File: config.mk
export PLATFORM = sky130hd
export DESIGN_NAME = sc_to_wc
export DESIGN_NICKNAME = d
export VERILOG_FILES = /design/src/rtl/sc_to_wc.sv
export SDC_FILE = /design/constraint.sdc
export NUM_CORES = 1
export LEC_CHECK = 0
export ABC_AREA = 0
export CORE_ASPECT_RATIO = 0.75
export CORE_MARGIN = 4
export CORE_UTILIZATION = 55
export CTS_CLUSTER_SIZE = 28
export DETAILED_ROUTE_END_ITERATION = 10
export DONT_BUFFER_PORTS = 1
export HOLD_SLACK_MARGIN = 0.08
export PLACE_DENSITY = 0.69
export SYNTH_ARGS = -nofsm -noshare
export SYNTH_HDL_FRONTEND = slang
export SYNTH_SLANG_ARGS = --single-unit
File: constraint.sdc
create_clock -name clk -period 4.5 [get_ports clk]
set_input_delay 0.45 -clock clk [delete_from_list [all_inputs] [get_ports clk]]
set_output_delay 0.45 -clock clk [all_outputs]
set_load 0.01 [all_outputs]
File: src/rtl/sc_to_wc.sv
// Screen-to-world coordinate converter: x_wc = ceil(x_sc * 2^(WIDTH-2) / res_y), y likewise.
// Two lockstep restoring dividers, one quotient bit per cycle, valid/ready on both sides.
module sc_to_wc #(
    parameter int WIDTH = 32
) (
    input  logic             clk,
    input  logic             reset,
    input  logic             in_valid,
    output logic             in_ready,
    input  logic [10:0]      x_sc,
    input  logic [10:0]      y_sc,
    input  logic [10:0]      res_y,
    output logic             out_valid,
    input  logic             out_ready,
    output logic [WIDTH-1:0] x_wc,
    output logic [WIDTH-1:0] y_wc,
    output logic             sat,
    output logic             div_zero
);

    localparam int D  = WIDTH + 9;
    localparam int CW = $clog2(D);
    localparam logic [CW-1:0] CNT_LAST = CW'(D - 1);
    localparam logic [CW-1:0] CNT_ONE  = CW'(1);

    typedef enum logic [1:0] {
        IDLE = 2'd0,
        DIV  = 2'd1,
        DONE = 2'd2
    } state_t;

    // One restoring step: returns {new remainder, quotient bit}.
    function automatic logic [12:0] div_step(input logic [11:0] rem,
                                             input logic        din,
                                             input logic [10:0] divisor);
        logic [11:0] trial;
        trial = {rem[10:0], din};
        if (trial >= {1'b0, divisor}) begin
            return {trial - {1'b0, divisor}, 1'b1};
        end else begin
            return {trial, 1'b0};
        end
    endfunction

    // Ceiling round then clamp to WIDTH bits: returns {saturated, value}.
    function automatic logic [WIDTH:0] finalise(input logic [D-1:0] q,
                                                input logic [11:0]  rem);
        logic [D-1:0] qr;
        qr = q + {{(D-1){1'b0}}, (rem != 12'd0)};
        if (qr[D-1:WIDTH] != {(D-WIDTH){1'b0}}) begin
            return {1'b1, {WIDTH{1'b1}}};
        end else begin
            return {1'b0, qr[WIDTH-1:0]};
        end
    endfunction

    state_t           state_q,    state_d;
    logic [CW-1:0]    cnt_q,      cnt_d;
    logic [10:0]      divisor_q,  divisor_d;
    logic [D-1:0]     dvd_x_q,    dvd_x_d;
    logic [D-1:0]     dvd_y_q,    dvd_y_d;
    logic [D-1:0]     quo_x_q,    quo_x_d;
    logic [D-1:0]     quo_y_q,    quo_y_d;
    logic [11:0]      rem_x_q,    rem_x_d;
    logic [11:0]      rem_y_q,    rem_y_d;
    logic [WIDTH-1:0] x_wc_q,     x_wc_d;
    logic [WIDTH-1:0] y_wc_q,     y_wc_d;
    logic             sat_q,      sat_d;
    logic             div_zero_q, div_zero_d;

    logic [12:0]      step_x,     step_y;
    logic [D-1:0]     quo_x_next, quo_y_next;
    logic [WIDTH:0]   fin_x,      fin_y;

    // Next-state, datapath and result logic.
    always_comb begin
        state_d    = state_q;
        cnt_d      = cnt_q;
        divisor_d  = divisor_q;
        dvd_x_d    = dvd_x_q;
        dvd_y_d    = dvd_y_q;
        quo_x_d    = quo_x_q;
        quo_y_d    = quo_y_q;
        rem_x_d    = rem_x_q;
        rem_y_d    = rem_y_q;
        x_wc_d     = x_wc_q;
        y_wc_d     = y_wc_q;
        sat_d      = sat_q;
        div_zero_d = div_zero_q;

        step_x     = div_step(rem_x_q, dvd_x_q[D-1], divisor_q);
        step_y     = div_step(rem_y_q, dvd_y_q[D-1], divisor_q);
        quo_x_next = {quo_x_q[D-2:0], step_x[0]};
        quo_y_next = {quo_y_q[D-2:0], step_y[0]};
        // Rounding uses this cycle's step so the last bit is folded in on the DIV->DONE edge.
        fin_x      = finalise(quo_x_next, step_x[12:1]);
        fin_y      = finalise(quo_y_next, step_y[12:1]);

        case (state_q)
            IDLE: begin
                if (in_valid) begin
                    divisor_d = res_y;
                    if (res_y == 11'd0) begin
                        x_wc_d     = {WIDTH{1'b1}};
                        y_wc_d     = {WIDTH{1'b1}};
                        sat_d      = 1'b0;
                        div_zero_d = 1'b1;
                        state_d    = DONE;
                    end else begin
                        dvd_x_d = {x_sc, {(WIDTH-2){1'b0}}};
                        dvd_y_d = {y_sc, {(WIDTH-2){1'b0}}};
                        quo_x_d = {D{1'b0}};
                        quo_y_d = {D{1'b0}};
                        rem_x_d = 12'd0;
                        rem_y_d = 12'd0;
                        cnt_d   = CNT_LAST;
                        state_d = DIV;
                    end
                end else begin
                    state_d = IDLE;
                end
            end
            DIV: begin
                dvd_x_d = {dvd_x_q[D-2:0], 1'b0};
                dvd_y_d = {dvd_y_q[D-2:0], 1'b0};
                quo_x_d = quo_x_next;
                quo_y_d = quo_y_next;
                rem_x_d = step_x[12:1];
                rem_y_d = step_y[12:1];
                if (cnt_q == {CW{1'b0}}) begin
                    x_wc_d     = fin_x[WIDTH-1:0];
                    y_wc_d     = fin_y[WIDTH-1:0];
                    sat_d      = fin_x[WIDTH] | fin_y[WIDTH];
                    div_zero_d = 1'b0;
                    state_d    = DONE;
                end else begin
                    cnt_d = cnt_q - CNT_ONE;
                end
            end
            DONE: begin
                if (out_ready) begin
                    state_d = IDLE;
                end else begin
                    state_d = DONE;
                end
            end
            default: begin
                state_d = IDLE;
            end
        endcase
    end

    // State and datapath registers with synchronous reset.
    always_ff @(posedge clk) begin
        if (reset) begin
            state_q    <= IDLE;
            cnt_q      <= {CW{1'b0}};
            divisor_q  <= 11'd0;
            dvd_x_q    <= {D{1'b0}};
            dvd_y_q    <= {D{1'b0}};
            quo_x_q    <= {D{1'b0}};
            quo_y_q    <= {D{1'b0}};
            rem_x_q    <= 12'd0;
            rem_y_q    <= 12'd0;
            x_wc_q     <= {WIDTH{1'b0}};
            y_wc_q     <= {WIDTH{1'b0}};
            sat_q      <= 1'b0;
            div_zero_q <= 1'b0;
        end else begin
            state_q    <= state_d;
            cnt_q      <= cnt_d;
            divisor_q  <= divisor_d;
            dvd_x_q    <= dvd_x_d;
            dvd_y_q    <= dvd_y_d;
            quo_x_q    <= quo_x_d;
            quo_y_q    <= quo_y_d;
            rem_x_q    <= rem_x_d;
            rem_y_q    <= rem_y_d;
            x_wc_q     <= x_wc_d;
            y_wc_q     <= y_wc_d;
            sat_q      <= sat_d;
            div_zero_q <= div_zero_d;
        end
    end

    assign in_ready  = (state_q == IDLE);
    assign out_valid = (state_q == DONE);
    assign x_wc      = x_wc_q;
    assign y_wc      = y_wc_q;
    assign sat       = sat_q;
    assign div_zero  = div_zero_q;

endmodule

==> results.md, run 1 <==
* CTS HTree Levels at 1
* Yosys warns at 0
* Largest net degree at the start of global routing at 143
* Nets at around 1,300
* Slew Viols, Final at 0
* Mapped Cells at between 1,000 and 1,500
* Drt total wl at between 20,000 and 30,000 um
* Leak pwr at approximately 0.0044 uW
* Final ANT Viol Nets at 0
* Setup WS pre-CTS at -0.111 ns
* Slew @ Worst Pin at around 1.0 ns
* Number of global-route vias before repair at just over 8,000
* Final Non-Filler Cells at roughly 1,500
* WL per Instance at between 15 and 20 um
* Unrepaired setup endpoints after global routing: yes
* Fraction of layout cells with a size suffix above 1 at around 16%
* Crit-path max cell delay at roughly 0.52 ns
* Initial antenna violation count at 0
* Final Critical Period at 4.49 ns
* Fin util at 65.6%
* Design area at around 12,000 um^2
* Ys async rst share at 0%
* Yosys reg bits at approximately 210
* Synth unique cells at 63
* CP max FO at 8
* Final-report setup violation count at 0
* TritonCTS clock tree: yes
* Initial DRC Count at around 740
* Grt ovf at 0
* GRT Util Overall at a little under a quarter
* Worst hold path type: input port to register
* Mapped cell area at 10,400 um^2
* Vias at roughly 9,100
* Clk sinks at approximately 210
* Req. time, crit path at 4.88 ns
* DR pass1 iterations at 7
* Sequential-to-total area share from yosys stat at between 40% and 50%
* DIE WIDTH at approximately 170 um
* Post-synth EDFFs at 0
* Root Driver: clkbuf_16
* Die area at between 20,000 and 25,000 um^2
* CTS max path bufs at 3
* Relative slew slack at 30.1%
* Most frequent cells in the layout: dfxtp_1 (205), nor2_1 (152), a22oi_1 (91)
* Final WS setup at 0.00657 ns
* # IOs at ~110
* DR DRC count at 0
* Layout area overhead at 17.2%
* Initial Utilization at between 50% and 60%
* Syn avg cell area at between 8 and 9 um^2
* Post-DP HPWL at between 15,000 and 20,000 um
* Max Freq at about 0.22 GHz
* Ys flop type: dfxtp_1
* Status: finished clean
* Vias/cell at approximately 6
* Cell area after placement at ~11,000 um^2
* Worst skew pair latency at roughly 0.5 ns
* Fillcell total at 1,550
* Syn nets at between 1,000 and 1,500
* Chip Height at ~130 um
* Slowest cell on the critical path: or4_1
* Worst vdd ir at around 0.49 mV
* Num CTS Buffers at 22
* Core area at approximately 19,000 um^2
* Setup crit end kind: register
* Layout Skew at approximately 0.014 ns
* Critical-path cell list: inv_2 > ha_4 > fa_2 > nand2b_4 > a211oi_4 > nor3_4 > xor2_1 > nand4_1 > or4_1 > a211o_1 > ha_4 > ha_4 > and4_4 > nand2_4 > buf_6 > buf_6 > o41a_1 > a41o_1 > nand3_2 > nor3_4 > buf_6 > buf_12 > a21oi_2
* Commonest non-fill, non-tap cell in the layout: dfxtp_1
* R2R Setup Slk at between 0.006 and 0.007 ns
* Ratio of final minimum period to clock period at roughly 100%
* Final Hold Fails at 0
* Maximum Capacitance Violations at 0
* Worst-path clk slew at 0.06 ns
* Crit Path Class: register to register
* CP arrival at between 4 and 5 ns
* Element type at the critical path start: register
* First-pass GRT wire length at roughly 43,000 um
* Pwr/cell area at 693 nW/um^2
* Number of cell rows at 43
* Port buffer count at 0
* Placed Instances at between 1,000 and 1,500
* GPL Wtd Cong at roughly 0.91
* # diodes at 0
cell type report:
| class | count | area [um^2] | area share [%] |
|---|---|---|---|
| Multi-Input combinational cell | 896 | 6040 | 49.7 |
| Sequential cell | 209 | 4190 | 34.5 |
| Timing Repair Buffer | 73 | 708 | 5.83 |
| Clock buffer | 30 | 642 | 5.29 |
| Tap cell | 247 | 309 | 2.55 |
| Inverter | 41 | 154 | 1.27 |
| Clock inverter | 9 | 105 | 0.866 |
synthesized netlist by cell type (all sizes together) (4+ instances only):
cell type | count | share of area (%)
a211oi | 5 | 0.36
a21o | 4 | 0.29
a21oi | 105 | 6.2
a222oi | 20 | 1.9
a22oi | 91 | 6.6
a31oi | 5 | 0.30
and2 | 10 | 0.60
and3 | 16 | 0.97
and4 | 15 | 1.3
buf | 15 | 1.0
clkbuf | 71 | 2.6
dfxtp | 209 | 40
ha | 28 | 3.4
inv | 41 | 1.5
mux2i | 9 | 0.87
nand2 | 82 | 3.0
nand2b | 7 | 0.42
nand3 | 40 | 2.0
nand4 | 23 | 1.4
nor2 | 155 | 5.6
nor2b | 6 | 0.36
nor3 | 24 | 1.3
nor4 | 12 | 0.78
o2111ai | 4 | 0.34
o211a | 5 | 0.48
o211ai | 7 | 0.51
o21a | 4 | 0.29
o21ai | 86 | 4.2
o31ai | 7 | 0.51
or2 | 5 | 0.30
xnor2 | 24 | 2.0
xor2 | 53 | 4.5
final timing paths:
| check | startpoint | cells after the start | to |
|---|---|---|---|
| setup / recovery | dvd_y_q[40] | 23 | y_wc[22] |
| hold / removal | x_sc[0] | 2 | dvd_x_q[30] |
| hold reg to reg | divisor_q[8] | 2 | divisor_q[8] |
| setup reg to reg | dvd_y_q[40] | 23 | y_wc[22] |
flip-flops by register name (all words and copies together) (netlist names):
| signal | count |
|---|---|
| sat | 1 |
| y_wc | 32 |
| cnt_q | 6 |
| rem_y_q | 11 |
| div_zero | 1 |
| rem_x_q | 11 |
| x_wc | 32 |
| dvd_x_q | 11 |
| dvd_y_q | 11 |
| quo_x_q | 40 |
| divisor_q | 11 |
| quo_y_q | 40 |
| state_q | 2 |
stage by stage:
| step | hold slack, ns | total power, uW | setup TNS, ns |
|---|---|---|---|
| finish | 0.102 | 8410 | 0 |
| global route | 0.0931 | 8980 | -4.71 |
| global placement | 0.439 | 5830 | -0.280 |
| detailed placement | 0.441 | 5800 | -2.89 |
| CTS | 0.0821 | 8030 | -0.0254 |
| floorplan | 0.436 | 4730 | 0 |
metal layers:
layer | share of wire [%] | wire [um] | track usage, % | vias to the layer above
li1 | - | - | - | 4492
met1 | 49 | 13100 | 36.6 | 4318
met2 | 43 | 11300 | 34.2 | 268
met3 | 6.5 | 1710 | 3.89 | 37
met4 | 1.6 | 426 | 4.67 | 0
met5 | 0 | 0 | 0 | -
critical path, delay by kind of cell, from the launching register on:
family | cells | cell delay [ns]
adder cells (fa/ha/maj) | 4 | 0.83
buffers and inverters | 5 | 0.53
XOR/XNOR | 1 | 0.24
AO/OA/AOI/OAI | 5 | 0.91
flip-flops | 1 | 0.33
AND/OR/NAND/NOR | 8 | 1.50
power breakdown:
group / total (uW) / internal (uW) / switching [uW] / leakage [uW]
logic: 4220 / 1970 / 2250 / 0.00236
clock network: 1870 / 1120 / 757 / 0.000368
registers: 2320 / 2080 / 246 / 0.00170
total: 8410 / 5160 / 3250 / 0.00443
cells by family after synthesis:
group	Yosys count	share of synthesized area (%)
flip-flops	209	40.4
AND/OR/NAND/NOR	408	18.9
AO/OA/AOI/OAI	370	24.3
XOR/XNOR	77	6.51
buffers and inverters	127	5.07
multiplexers	11	1.09
adder cells (fa/ha/maj)	30	3.77
what timing repair did:
action	in CTS	in global routing
setup endpoints to repair	37	65
setup buffers	8	5
gates resized for setup	28	54
cloned	3	1
pin swaps	15	21
hold buffers	5	0
hold endpoints to repair	142	0
Power figures use the tool's default switching activity.
==> run 2: changes to the inputs <==
Settings changed: CORE_ASPECT_RATIO 0.75 to 1.2.
==> run 2 against run 1 <==
Against the previous run: the run now ends with setup timing left; wire length down 6.4%; worst hold slack got worse by 0.0040 ns; total power fell by 5.8%.
==> results.md, run 2 (synthesis gave the netlist of run 1 again) <==
* Status: finished, violations left
* Failing checks: setup timing
* Worst-path clk slew at around 0.06 ns
* Critical-path cell list: inv_2 > ha_4 > fa_2 > nand2b_4 > a211oi_4 > nor3_4 > xor2_1 > nand4_1 > or4_1 > a211o_1 > ha_4 > ha_4 > and4_4 > nand2_4 > nor4_4 > or3_4 > o2bb2ai_4 > nor3_4 > buf_6 > buf_12 > buf_16 > a21oi_2
* Fin util at approximately 65%
* R2R depth at 22
* Hold Startpoint: x_sc[10]
* Multi-input gate area at between 5000 and 6000 um^2
* CP max FO at 8
* CTS max path bufs at 3
* Slowest cell on the critical path: or4_1
* Worst skew pair latency at 0.51 ns
* Worst reg2reg startpoint: dvd_y_q[40]
* Layout area overhead at 15.4%
* CTS HTree Levels at 1
* Grt ovf at 0
* Final-report setup violation count at 9
* Crit-path max cell delay at about 0.54 ns
* Most frequent cells in the layout: dfxtp_1 (206), nor2_1 (152), a22oi_1 (91)
* Slew Viols, Final at 0
* Port buffer count at 0
* Chip Height at about 160 um
* Fraction of layout cells with a size suffix above 1 at between 10% and 20%
* Root Driver: clkbuf_16
* Met1 Resource Use GR at between 20% and 30%
* Final Critical Period at between 4 and 5 ns
* # IOs at 105
* Reg area at 4190 um^2
* CP bufs+invs at 4
* Top delay family on crit path: simple AND/OR/NAND/NOR gates
* GPL Wtd Cong at roughly 0.86
* Ratio of final minimum period to clock period at 101%
* Number of cell rows at 54
* Fillcell total at between 1,500 and 2,000
* Crit Path Class: register to register
* Hold EP: dvd_x_q[40]
* TritonCTS clock tree: yes
* Slew @ Worst Pin at 1.09 ns
* WHS at just under 0.1 ns
* Number of global-route vias before repair at ~8,400
* Final ANT Viol Nets at 0
* Worst vdd ir at 0.524 mV
* Req. time, crit path at 4.88 ns
* Final WS setup at -0.0539 ns
* Core area at between 15,000 and 20,000 um^2
* Largest net degree at the start of global routing at between 100 and 150
* CP arrival at slightly below 5 ns
* Setup TNS Final at -0.412 ns
* # diodes at 0
* Nets at between 1,000 and 1,500
* Met3 GRT Util at under 10%
* Most used cell, CP: ha_4
* Vias/cell at about 6.0
* WL per Instance at 16.5 um
* Drt total wl at 24,800 um
* Maximum Capacitance Violations at 0
* Initial antenna violation count at 0
* Worst hold path type: input port to register
* DR pass1 iterations at 6
* DR DRC count at 0
* Final Hold Fails at 0
* Layout Skew at between 0.015 and 0.02 ns
* Worst hold path depth at 2
* GR Util met2 at between 30% and 40%
* FF-to-FF End: y_wc[21]
* Num CTS Buffers at 22
* Clk sinks at around 210
* Initial Utilization at a little under three fifths
* Max Freq at 0.220 GHz
* Pwr/cell area at roughly 660 nW/um^2
* Biggest registers after layout: quo_x_q (40), quo_y_q (40)
* Relative slew slack at 27.3%
* Vias at 8,959
* Leak pwr at 0.00439 uW
* Unrepaired setup endpoints after global routing: yes
* Commonest non-fill, non-tap cell in the layout: dfxtp_1
* Initial DRC Count at 635
* Die area at roughly 21,000 um^2
* DIE WIDTH at approximately 130 um
* Post-DP HPWL at approximately 16,000 um
* Element type at the critical path start: register
* Setup WS pre-CTS at -0.0912 ns
* GRT Util Overall at a little under a quarter
* First-pass GRT wire length at roughly 41,000 um
* R2R Setup Slk at -0.05 ns
* Setup crit end kind: register
* GRT Max-Usage Layer: met2
[run 2: report_power, final]
part / switching, uW / internal (uW)
Sequential: 238 / 2080
Clock: 722 / 1110
Combinational: 2060 / 1720
Total: 3020 / 4910
[run 2: worst reg2reg max path, cell delays in order, from the launching register on]
cell	delay (ns)
dfxtp_2	0.33
inv_2	0.05
ha_4	0.16
fa_2	0.35
nand2b_4	0.16
a211oi_4	0.31
nor3_4	0.07
xor2_1	0.20
nand4_1	0.13
or4_1	0.54
a211o_1	0.31
ha_4	0.19
ha_4	0.15
and4_4	0.20
nand2_4	0.09
nor4_4	0.04
or3_4	0.41
o2bb2ai_4	0.14
nor3_4	0.21
buf_6	0.14
buf_12	0.10
buf_16	0.12
a21oi_2	0.05
[run 2: metrics by stage]
step / instance area (um^2) / cells / power (uW)
CTS: 11700 / 1496 / 7660
detailed placement: 10700 / 1444 / 5660
finish: 12000 / 1504 / 7930
global placement: 10700 / 1444 / 5630
global route: 12000 / 1504 / 8500
floorplan: 10400 / 1232 / 4730
[run 2: layout make-up]
class	instances	area share [%]
Timing Repair Buffer	69	5.53
Clock buffer	32	5.42
Tap cell	252	2.64
Clock inverter	5	0.722
Sequential cell	209	35.0
Inverter	41	1.29
Multi-Input combinational cell	896	49.4
[run 2: repair_timing]
item	in CTS	in global routing
gates cloned	2	1
endpoints found under the setup margin	65	65
pin swaps	0	22
hold buffers	10	0
hold endpoints to repair	142	0
buffers inserted	3	9
gates resized for setup	10	50
[run 2: metal layers]
| layer | vias up | share of wire, % |
|---|---|---|
| li1 | 4461 | - |
| met1 | 4243 | 44 |
| met2 | 220 | 49 |
| met3 | 35 | 4.8 |
| met4 | 0 | 1.8 |
| met5 | - | 0 |
[run 2: worst max path at each step]
stage	to	slack, ns	start	cells past startpoint
4_1_cts	y_wc[1]	-0.02	dvd_y_q[40]	22
6_report	y_wc[21]	-0.05	dvd_y_q[40]	22
5_1_grt	y_wc[20]	-0.26	dvd_y_q[40]	22
3_5_place_dp	y_wc[1]	-0.09	dvd_y_q[40]	22
2_1_floorplan	y_wc[30]	0.0002	dvd_y_q[40]	19
3_3_place_gp	sat	-0.07	dvd_x_q[40]	21
==> run 3: changes to the inputs <==
Settings changed: CAP_MARGIN set to 20, CELL_PAD_IN_SITES_DETAIL_PLACEMENT set to 1, CELL_PAD_IN_SITES_GLOBAL_PLACEMENT set to 1, CORE_UTILIZATION 55 to 44, PLACE_DENSITY 0.69 to 0.73.
==> run 3 against run 2 <==
Against the previous run: the flow now finishes without violations; cell area increased by 4.9%; die area increased by 24%; worst hold slack improved by 0.014 ns; first-iteration DRC count decreased by 19%; non-clock buffer count increased by 18; sequential cell count unchanged; core utilization decreased by 11 points; critical path type unchanged; largest cell class unchanged.
==> results.md, run 3 (synthesis gave the netlist of run 1 again) <==
* Status: finished clean
* WL per Instance at roughly 19 um
* Worst reg2reg startpoint: dvd_y_q[40]
* CP bufs+invs at 5
* Placed Instances at approximately 1,500
* Final ANT Viol Nets at 0
* Final Non-Filler Cells at around 1,600
* Vias at 9,458
* Num CTS Buffers at 23
* Worst hold path type: input port to register
* Layout Skew at roughly 0.01 ns
* Final Critical Period at between 4 and 5 ns
* DR pass1 iterations at 6
* Fin util at between 50% and 60%
* Worst vdd ir at around 0.38 mV
* CTS HTree Levels at 1
* Vias/cell at ~5.9
* Req. time, crit path at slightly below 5 ns
* Hold Startpoint: res_y[2]
* Die area at between 20,000 and 30,000 um^2
* DR DRC count at 0
* Drt total wl at 30,700 um
* CP arrival at about 4.9 ns
* Fraction of layout cells with a size suffix above 1 at between 15 and 20%
* Port buffer count at 0
* Initial antenna violation count at 0
* Maximum Capacitance Violations at 0
* Post-DP HPWL at between 15,000 and 20,000 um
* First-pass GRT wire length at 47,500 um
* Clk sinks at ~210
* Root Driver: clkbuf_16
* Number of global-route vias before repair at 9,430
* Layout area overhead at 21.1%
* Nets at 1,325
* Slew @ Worst Pin at 1.07 ns
* # diodes at 0
* Grt ovf at 0
* GRT Util Overall at a little over a fifth
* CTS max path bufs at 3
* Crit-path max cell delay at about 0.34 ns
* Core area at between 20,000 and 25,000 um^2
* Ratio of final minimum period to clock period at 99.1%
* Initial DRC Count at approximately 500
* Most frequent cells in the layout: dfxtp_1 (206), nor2_1 (151), a22oi_1 (91)
* Setup crit end kind: register
* Element type at the critical path start: register
* Leak pwr at 0.00454 uW
* Worst-path clk slew at ~0.060 ns
* Initial Utilization at roughly 45%
* Slew Viols, Final at 0
* Top delay family on crit path: simple AND/OR/NAND/NOR gates
* Commonest non-fill, non-tap cell in the layout: dfxtp_1
* DIE WIDTH at between 100 and 150 um
* Final-report setup violation count at 0
* Critical Path Source: dvd_y_q[40]
* Final Hold Fails at 0
* TritonCTS clock tree: yes
* Unrepaired setup endpoints after global routing: yes
* WHS at around 0.11 ns
* Largest net degree at the start of global routing at 141
* # IOs at around 110
* Number of cell rows at 61
* Pwr/cell area at 708 nW/um^2
* Biggest registers after layout: quo_x_q (40), quo_y_q (40)
* Worst skew pair latency at approximately 0.51 ns
* Chip Height at about 180 um
* GPL Wtd Cong at approximately 0.85
* Max Freq at 0.224 GHz
* Relative slew slack at between 20 and 30%
* CP max FO at 8
* Fillcell total at 2,747
* Critical-path cell list: inv_2 > ha_4 > fa_2 > nand2b_4 > a211oi_4 > nor3_4 > o211a_1 > buf_4 > o31ai_4 > o21bai_1 > a211o_1 > ha_4 > buf_4 > and4_4 > nand3_4 > nor4_4 > mux2i_1 > nand3_2 > nor3_4 > buf_12 > buf_8 > a21oi_2
* Slowest cell on the critical path: dfxtp_2
* Crit Path Class: register to register
[run 3: cell types whose count changed in the layout (fill, tap and decap cells not counted), moves of 3 or more]
cell	delta
buf_4	+13
ha_4	+7
ha_1	-13
ha_2	+6
clkbuf_8	-4
buf_6	-3
bufinv_16	+3
dlygate4sd3_1	+4
clkbuf_16	+4
[run 3: worst register-to-register path: stages, from the launching register on]
cell and delay [ns]:
dfxtp_2 0.34, inv_2 0.05, ha_4 0.16, fa_2 0.33, nand2b_4 0.16, a211oi_4 0.28, nor3_4 0.10, o211a_1 0.26
buf_4 0.15, o31ai_4 0.24, o21bai_1 0.15, a211o_1 0.17, ha_4 0.16, buf_4 0.11, and4_4 0.26, nand3_4 0.11
nor4_4 0.30, mux2i_1 0.28, nand3_2 0.13, nor3_4 0.21, buf_12 0.15, buf_8 0.14, a21oi_2 0.07
[run 3: worst paths after layout]
path         slack, ns             to  depth (start not counted)
max               0.04       y_wc[30]                         22
min               0.11   divisor_q[2]                          2
max reg2reg       0.04       y_wc[30]                         22
min reg2reg       0.46  divisor_q[10]                          2
[run 3: final cells by class]
class                      count  area (um^2)  area share [%]
tap                          315          394            3.14
timing repair buffer          87          855            6.81
inverter                      41          154            1.23
sequential                   209         4190            33.4
clock buffer                  30          622            4.96
multi-input combinational    896         6130            48.9
clock inverter                12          194            1.55
[run 3: timing repair]
item,in CTS,in global routing
endpoints found under the setup margin,65,65
resized for setup,30,69
pin swaps,11,33
hold buffers,14,0
setup buffers,8,7
gates cloned,1,4
hold endpoints to repair,140,0
[run 3: metal layers]
metal | share of wire [%] | track usage (%)
met1 | 41 | 25.5
met2 | 52 | 40.2
met3 | 4.3 | 3.34
met4 | 2.5 | 5.97
met5 | 0 | 0
[run 3: metrics by stage]
stage | worst slack, ns | cell area, um^2 | power (uW) | TNS, ns
floorplan | 0.000220 | 10400 | 4730 | 0
global placement | -0.0172 | 10900 | 5850 | -0.468
detailed placement | -0.0892 | 10900 | 5910 | -3.46
CTS | 0.00790 | 12100 | 8260 | 0
global route | -0.121 | 12500 | 9430 | -4.29
finish | 0.0411 | 12500 | 8880 | 0
[run 3: power by group]
part	internal (uW)	leakage (uW)	total [uW]	switching, uW
Clock	1260	0.000395	2040	781
Sequential	2080	0.00170	2340	259
Combinational	2100	0.00245	4490	2390
Total	5440	0.00454	8880	3430
==> RTL edit 1: new RTL, flow settings as in run 1 <==
`WIDTH`: 32 -> 64.
--- a/src/rtl/sc_to_wc.sv
+++ b/src/rtl/sc_to_wc.sv
@@ -2,5 +2,5 @@
 // Two lockstep restoring dividers, one quotient bit per cycle, valid/ready on both sides.
 module sc_to_wc #(
-    parameter int WIDTH = 32
+    parameter int WIDTH = 64
 ) (
     input  logic             clk,
Interface: changed (resized x_wc and y_wc); port bits go from 105 to 169. No check against the original RTL was run, so the function may have changed too.
==> RTL edit 1 against run 1 <==
The run now ends with setup timing left; count of clock-buffer cells in the layout increased by 19; routed wire length increased by 77%; critical endpoint is now x_wc[52]$_SDFFE_PP0P_; first-iteration DRC count increased by 92%; global-route usage increased by 3.8 points; power increased by 56%; synthesized area increased by 55%; sequential share of layout area decreased by 2.6 points; setup slack got worse by 0.20 ns; final area increased by 75%; clock power increased by 58%; clock skew about the same; die area increased by 52%; sequential cell count increased by 129.
==> RTL edit 1: results (changes against run 1) <==
INFO  metric grt_start_max_net_pins = 340 (+140%)
INFO  metric gpl.final_weighted_congestion = 0.931 (+1.9%)
INFO  metric grt_pass1_vias = 14007 (+72%)
INFO  metric grt_usage = 27.3% (+3.8 points)
INFO  metric drt_first_pass_iters = 8 (+1)
INFO  metric seq_cell_count = 338 (+62%)
INFO  metric crit_path_max_incr_delay = 0.58 ns (+0.06 ns)
INFO  metric final_critical_path_setup_slack = -0.196 ns (-0.203 ns)
INFO  metric post_route_cells_drive_above_1_share = 18.3% (+1.8 points)
INFO  metric worstReg2RegEnd = x_wc[52]$_SDFFE_PP0P_
INFO  metric finalClockSkew = 0.0137 ns (+0.000117 ns)
INFO  metric ir_worst_vdd = 0.483 mV (-2.2%)
INFO  metric worst_hold_startpoint = reset
INFO  metric seqAreaFraction = 31.9% (-2.6 points)
INFO  metric clock_insertion_delay_worst_skew = 0.52 ns (+0.02 ns)
INFO  metric largest_registers = quo_x_q: 72 flops, quo_y_q: 72 flops
INFO  metric worstSetupStartpoint = divisor_q[0]$_SDFFE_PP0P_
INFO  metric final.signal_buffer_count = 332 (+350%)
INFO  metric failed_checks = setup timing
INFO  metric first_iter_violations = 1415 (+92%)
INFO  metric wire_per_inst = 18.8 µm (+7.0%)
INFO  metric h_tree_lvl_count = 2 (+1)
INFO  metric filler_cell_count = 2046 (+32%)
INFO  metric net_count_after_synthesis = 1932 (+49%)
INFO  metric ys_top_cells_by_area = dfxtp_1, nor2_1, a22oi_1
INFO  metric finalInstanceArea = 21200 µm² (+75%)
INFO  metric worst_slew_pin_slew = 0.986 ns (-0.0623 ns)
INFO  metric cts-buffers-inserted = 35 (+59%)
INFO  metric placedInstanceArea = 16700 µm² (+55%)
INFO  metric clkCellAreaFrac = 5.40% (-0.75 points)
INFO  metric synth.lib_cells_used.distinct = 74 (+17%)
INFO  metric clock_buffers = 49 (+63%)
INFO  metric crit_arrival = 5.06 ns (+0.18 ns)
INFO  metric run_status = complete, but fails checks
INFO  metric inv_count = 36 (-12%)
INFO  metric leakagePower = 7.87 nW (+78%)
INFO  metric final-setup-viol-count = 129 (+129)
INFO  metric worstPathMaxFanout = 7 (-1)
INFO  metric postCtsHoldBufs = 208 (+203)
INFO  metric rr_worst_depth = 22 (-4.3%)
INFO  metric global_route_wire_length_before_repair = 73300 µm (+72%)
## RTL edit 1: cell types whose count changed in the layout (fill, tap and decap cells not counted), moves of 38 or more
cell	change
dlygate4sd3_1	+204
nor2_1	+229
o21ai_0	-74
xnor2_1	+38
buf_4	+38
a211oi_2	+118
a22oi_1	+70
dfxtp_1	+127
a21oi_1	-42
## RTL edit 1: how the worst max path moves through the flow
stage          depth (start not counted)                    end
6_report                              22  x_wc[52]$_SDFFE_PP0P_
5_1_grt                               23  x_wc[39]$_SDFFE_PP0P_
4_1_cts                               22  y_wc[51]$_SDFFE_PP0P_
3_5_place_dp                          21  x_wc[30]$_SDFFE_PP0P_
3_3_place_gp                          21  x_wc[27]$_SDFFE_PP0P_
2_1_floorplan                         22  x_wc[10]$_SDFFE_PP0P_
## RTL edit 1: logic make-up (layout without fill, tap and decap cells)
family,Yosys count,in the layout,share of synthesized area [%]
AOI/OAI and AO/OA,395,395,18.9
and+or+nand+nor,753,753,22.0
adders and majority gates,30,30,2.43
DFF,338,338,42.1
buffers and inverters,183,425,5.26
xor gates and xnor gates,147,147,8.02
muxes,19,19,1.27
## RTL edit 1: through the flow
step	instances	total power [mW]	setup slack, ns	setup TNS, ns
finish	2492	13.2	-0.196	-18.13
global route	2492	13.9	-0.316	-35.32
CTS	2479	12.6	-0.0649	-2.07
detailed placement	2177	8.77	-0.237	-19.38
global placement	2177	8.66	-0.0185	-0.279
floorplan	1865	7.58	-0.0517	-2.69
## RTL edit 1: what timing repair did
item,CTS,global route
gates cloned,7,7
resized for setup,56,102
setup buffers,32,8
pin swaps,29,19
endpoints found under the setup margin,129,129
endpoints found under the hold margin,337,91
## RTL edit 1: critical path, delay by kind of cell, from the launching register on
kind | cells | cell delay, ns
and+or+nand+nor | 10 | 2.12
DFF | 1 | 0.37
adders and majority gates | 3 | 0.74
AOI/OAI and AO/OA | 6 | 0.86
buffers and inverters | 3 | 0.46
## RTL edit 1: per-layer routing
| layer | up-vias | global-route usage (%) | wire (µm) |
|---|---|---|---|
| met4 | 0 | 5.96 | 889 |
| li1 | 7125 | - | - |
| met5 | - | 0 | 0 |
| met3 | 77 | 6.09 | 3760 |
| met1 | 7309 | 39.2 | 20900 |
| met2 | 516 | 42.5 | 21300 |
## RTL edit 1: power by group
part | internal (mW) | leakage [nW] | switching, mW
combinational | 3.01 | 4.56 | 3.07
clock | 1.76 | 0.571 | 1.19
sequential | 3.52 | 2.74 | 0.606
total | 8.29 | 7.87 | 4.86
==> RTL edit 2: new RTL, config.mk and constraints of run 1 <==
Made on the original files. The 3 states of `state_t` get a one-hot encoding in 3 bits.
--- a/src/rtl/sc_to_wc.sv
+++ b/src/rtl/sc_to_wc.sv
@@ -24,8 +24,8 @@
     localparam logic [CW-1:0] CNT_ONE  = CW'(1);
 
-    typedef enum logic [1:0] {
-        IDLE = 2'd0,
-        DIV  = 2'd1,
-        DONE = 2'd2
+    typedef enum logic [2:0] {
+        IDLE = 3'b001,
+        DIV  = 3'b010,
+        DONE = 3'b100
     } state_t;
 
Behaviour: no difference found for any inputs over 10 cycles, from zero or initial values and one cycle with reset high; not proved beyond that.
==> RTL edit 2 against run 1 <==
The flow now finishes with violations (setup timing); via count rose by 8.5%; routed wire length up 7.1%; setup slack got worse by 0.026 ns; critical path depth shrank 1; first-iteration DRC count shrank 4.1%; sequential cell count grew 1; fmax fell by 0.58%; sequential share of layout area decreased by 3.3 points; clock skew fell by 0.0057 ns; synthesized area rose by 1.0%; final area up 11%; critical path type unchanged.
Power is not compared: it rests on default switching activity, and its combinational part moved more than twofold at a synthesized area within 25%.
==> RTL edit 2: results (changes against run 1) <==
INFO  metric post_route_cells_drive_above_1_share = 13.5% (-2.9 points)
INFO  metric worstPathMaxFanout = 7 (-1)
INFO  metric worst_slew_pin_slew = 1.12 ns (+0.0708 ns)
INFO  metric m1WireLength = 13100 µm (about the same)
INFO  metric fin_tns_setup = -0.306 ns (-0.306 ns)
INFO  metric wire_per_inst = 17.2 µm (-2.4%)
INFO  metric worst_hold_startpoint = out_ready
INFO  metric synth.lib_cells_used.distinct = 61 (-3.2%)
INFO  metric worstSetupStartpoint = dvd_x_q[40]$_SDFFE_PP0P_
INFO  metric final-setup-viol-count = 24 (+24)
INFO  metric worstReg2RegEnd = x_wc[26]$_SDFFE_PP0P_
INFO  metric gpl.final_weighted_congestion = 0.920 (+0.72%)
INFO  metric synth.top_cells.by_count = nor2_1, dfxtp_1, nand2_1
INFO  metric post_synth_inst_count = 1260 (+2.3%)
INFO  metric filler_cell_count = 1411 (-9.0%)
INFO  metric cts.repair.resized = 14 (-50%)
INFO  metric dr_wl_met2 = 13000 µm (+15%)
INFO  metric final_critical_path_setup_slack = -0.0196 ns (-0.0261 ns)
INFO  metric postCtsHoldBufs = 129 (+124)
INFO  metric first_iter_violations = 707 (-4.1%)
INFO  metric met3_length = 1810 µm (+5.9%)
INFO  metric rr_worst_depth = 22 (-4.3%)
INFO  metric detailed_place_hpwl = 16200 µm (-1.5%)
INFO  metric cts.repair_timing.setup_buffer_count = 3 (-5)
INFO  metric nets = 1460 (+11%)
INFO  metric ys_top_cells_by_area = dfxtp_1, nor2_1, a22oi_1
INFO  metric synth.yosys.seq_area_share = 40.2% (-0.22 points)
INFO  metric final-instance-count-excl-fill = 1652 (+9.8%)
INFO  metric run_status = complete, but fails checks
INFO  metric vias = 9886 (+8.5%)
INFO  metric failed_checks = setup timing
INFO  metric finalClockSkew = 0.00788 ns (-0.00573 ns)
INFO  metric synth_most_common_cell = nor2_1
INFO  metric global_route_wire_length_before_repair = 46100 µm (+8.4%)
INFO  metric placedInstanceArea = 10800 µm² (+0.73%)
INFO  metric grt_start_max_net_pins = 133 (-7.0%)
RTL edit 2: cell count changes after synthesis, sizes merged, moves of 6 or more:
cell,change
mux2,+9
a311oi,+20
a21oi,-74
and3,+6
inv,-10
nor4,+11
a211oi,+65
nand2,+37
nor2,+70
o21ai,-74
a222oi,-20
clkbuf,-8
RTL edit 2: final cells by class:
type,count,share of cell area [%]
flip-flops and latches,210,31.2
clock buffers,31,4.79
well taps,247,2.29
repair buffers,192,14.2
inverters,31,0.891
multi-input cells,936,46.2
clock inverters,5,0.371
RTL edit 2: worst min-delay path by stage:
stage,endpoint,slack (ns),depth (start not counted)
floorplan,divisor_q[10]$_SDFFE_PP0P_,0.44,2
detailed placement,divisor_q[5]$_SDFFE_PP0P_,0.44,2
finish,state_q[0]$_SDFFE_PP1N_,0.24,2
global route,rem_y_q[9]$_SDFFE_PP0P_,0.19,2
CTS,state_q[0]$_SDFFE_PP1N_,0.09,1
global placement,divisor_q[10]$_SDFFE_PP0P_,0.44,2
RTL edit 2: worst max-delay path, stage by stage (launching register included):
cell and delay, ns:
dfxtp_2 0.33, inv_2 0.04, ha_4 0.15, fa_2 0.36, nand2b_4 0.18, a211oi_4 0.28
o31a_1 0.20, nor2_1 0.07, or4_1 0.42, o31ai_2 0.25, nand4_1 0.14, ha_2 0.22
ha_4 0.16, and2_4 0.15, nand4_1 0.14, buf_4 0.14, nor4_2 0.03, xor2_1 0.15
or4_4 0.44, nor3_4 0.16, buf_12 0.15, clkbuf_16 0.15, a211oi_1 0.07
RTL edit 2: power by group:
| group | internal [mW] | switching (mW) |
|---|---|---|
| registers | 1.91 | 0.0374 |
| logic | 0.416 | 0.456 |
| clock network | 1.05 | 0.726 |
RTL edit 2: stage by stage:
| step | setup WS [ns] | power [mW] | hold slack (ns) | utilization [%] |
|---|---|---|---|---|
| finish | -0.0196 | 4.59 | 0.238 | 72.4 |
| global route | -0.242 | 4.78 | 0.193 | 72.4 |
| CTS | 0.000118 | 4.48 | 0.0904 | 69.7 |
| detailed placement | -0.128 | 2.63 | 0.442 | 58.3 |
| global placement | 0.00820 | 2.63 | 0.440 | 58.3 |
| floorplan | 0.0170 | 2.49 | 0.436 | - |
RTL edit 2: layer usage:
metal	vias up	GRT usage [%]
li1	4814	-
met1	4724	36.4
met2	308	39.3
met3	40	4.55
met4	0	4.96
met5	-	0
RTL edit 2: logic make-up after synthesis:
kind of cell | synth area share, %
multiplexers | 1.76
AO/OA/AOI/OAI | 19.8
AND/OR/NAND/NOR | 23.7
flip-flops | 40.2
buffers and inverters | 4.37
XOR/XNOR | 6.53
adder cells (fa/ha/maj) | 3.73
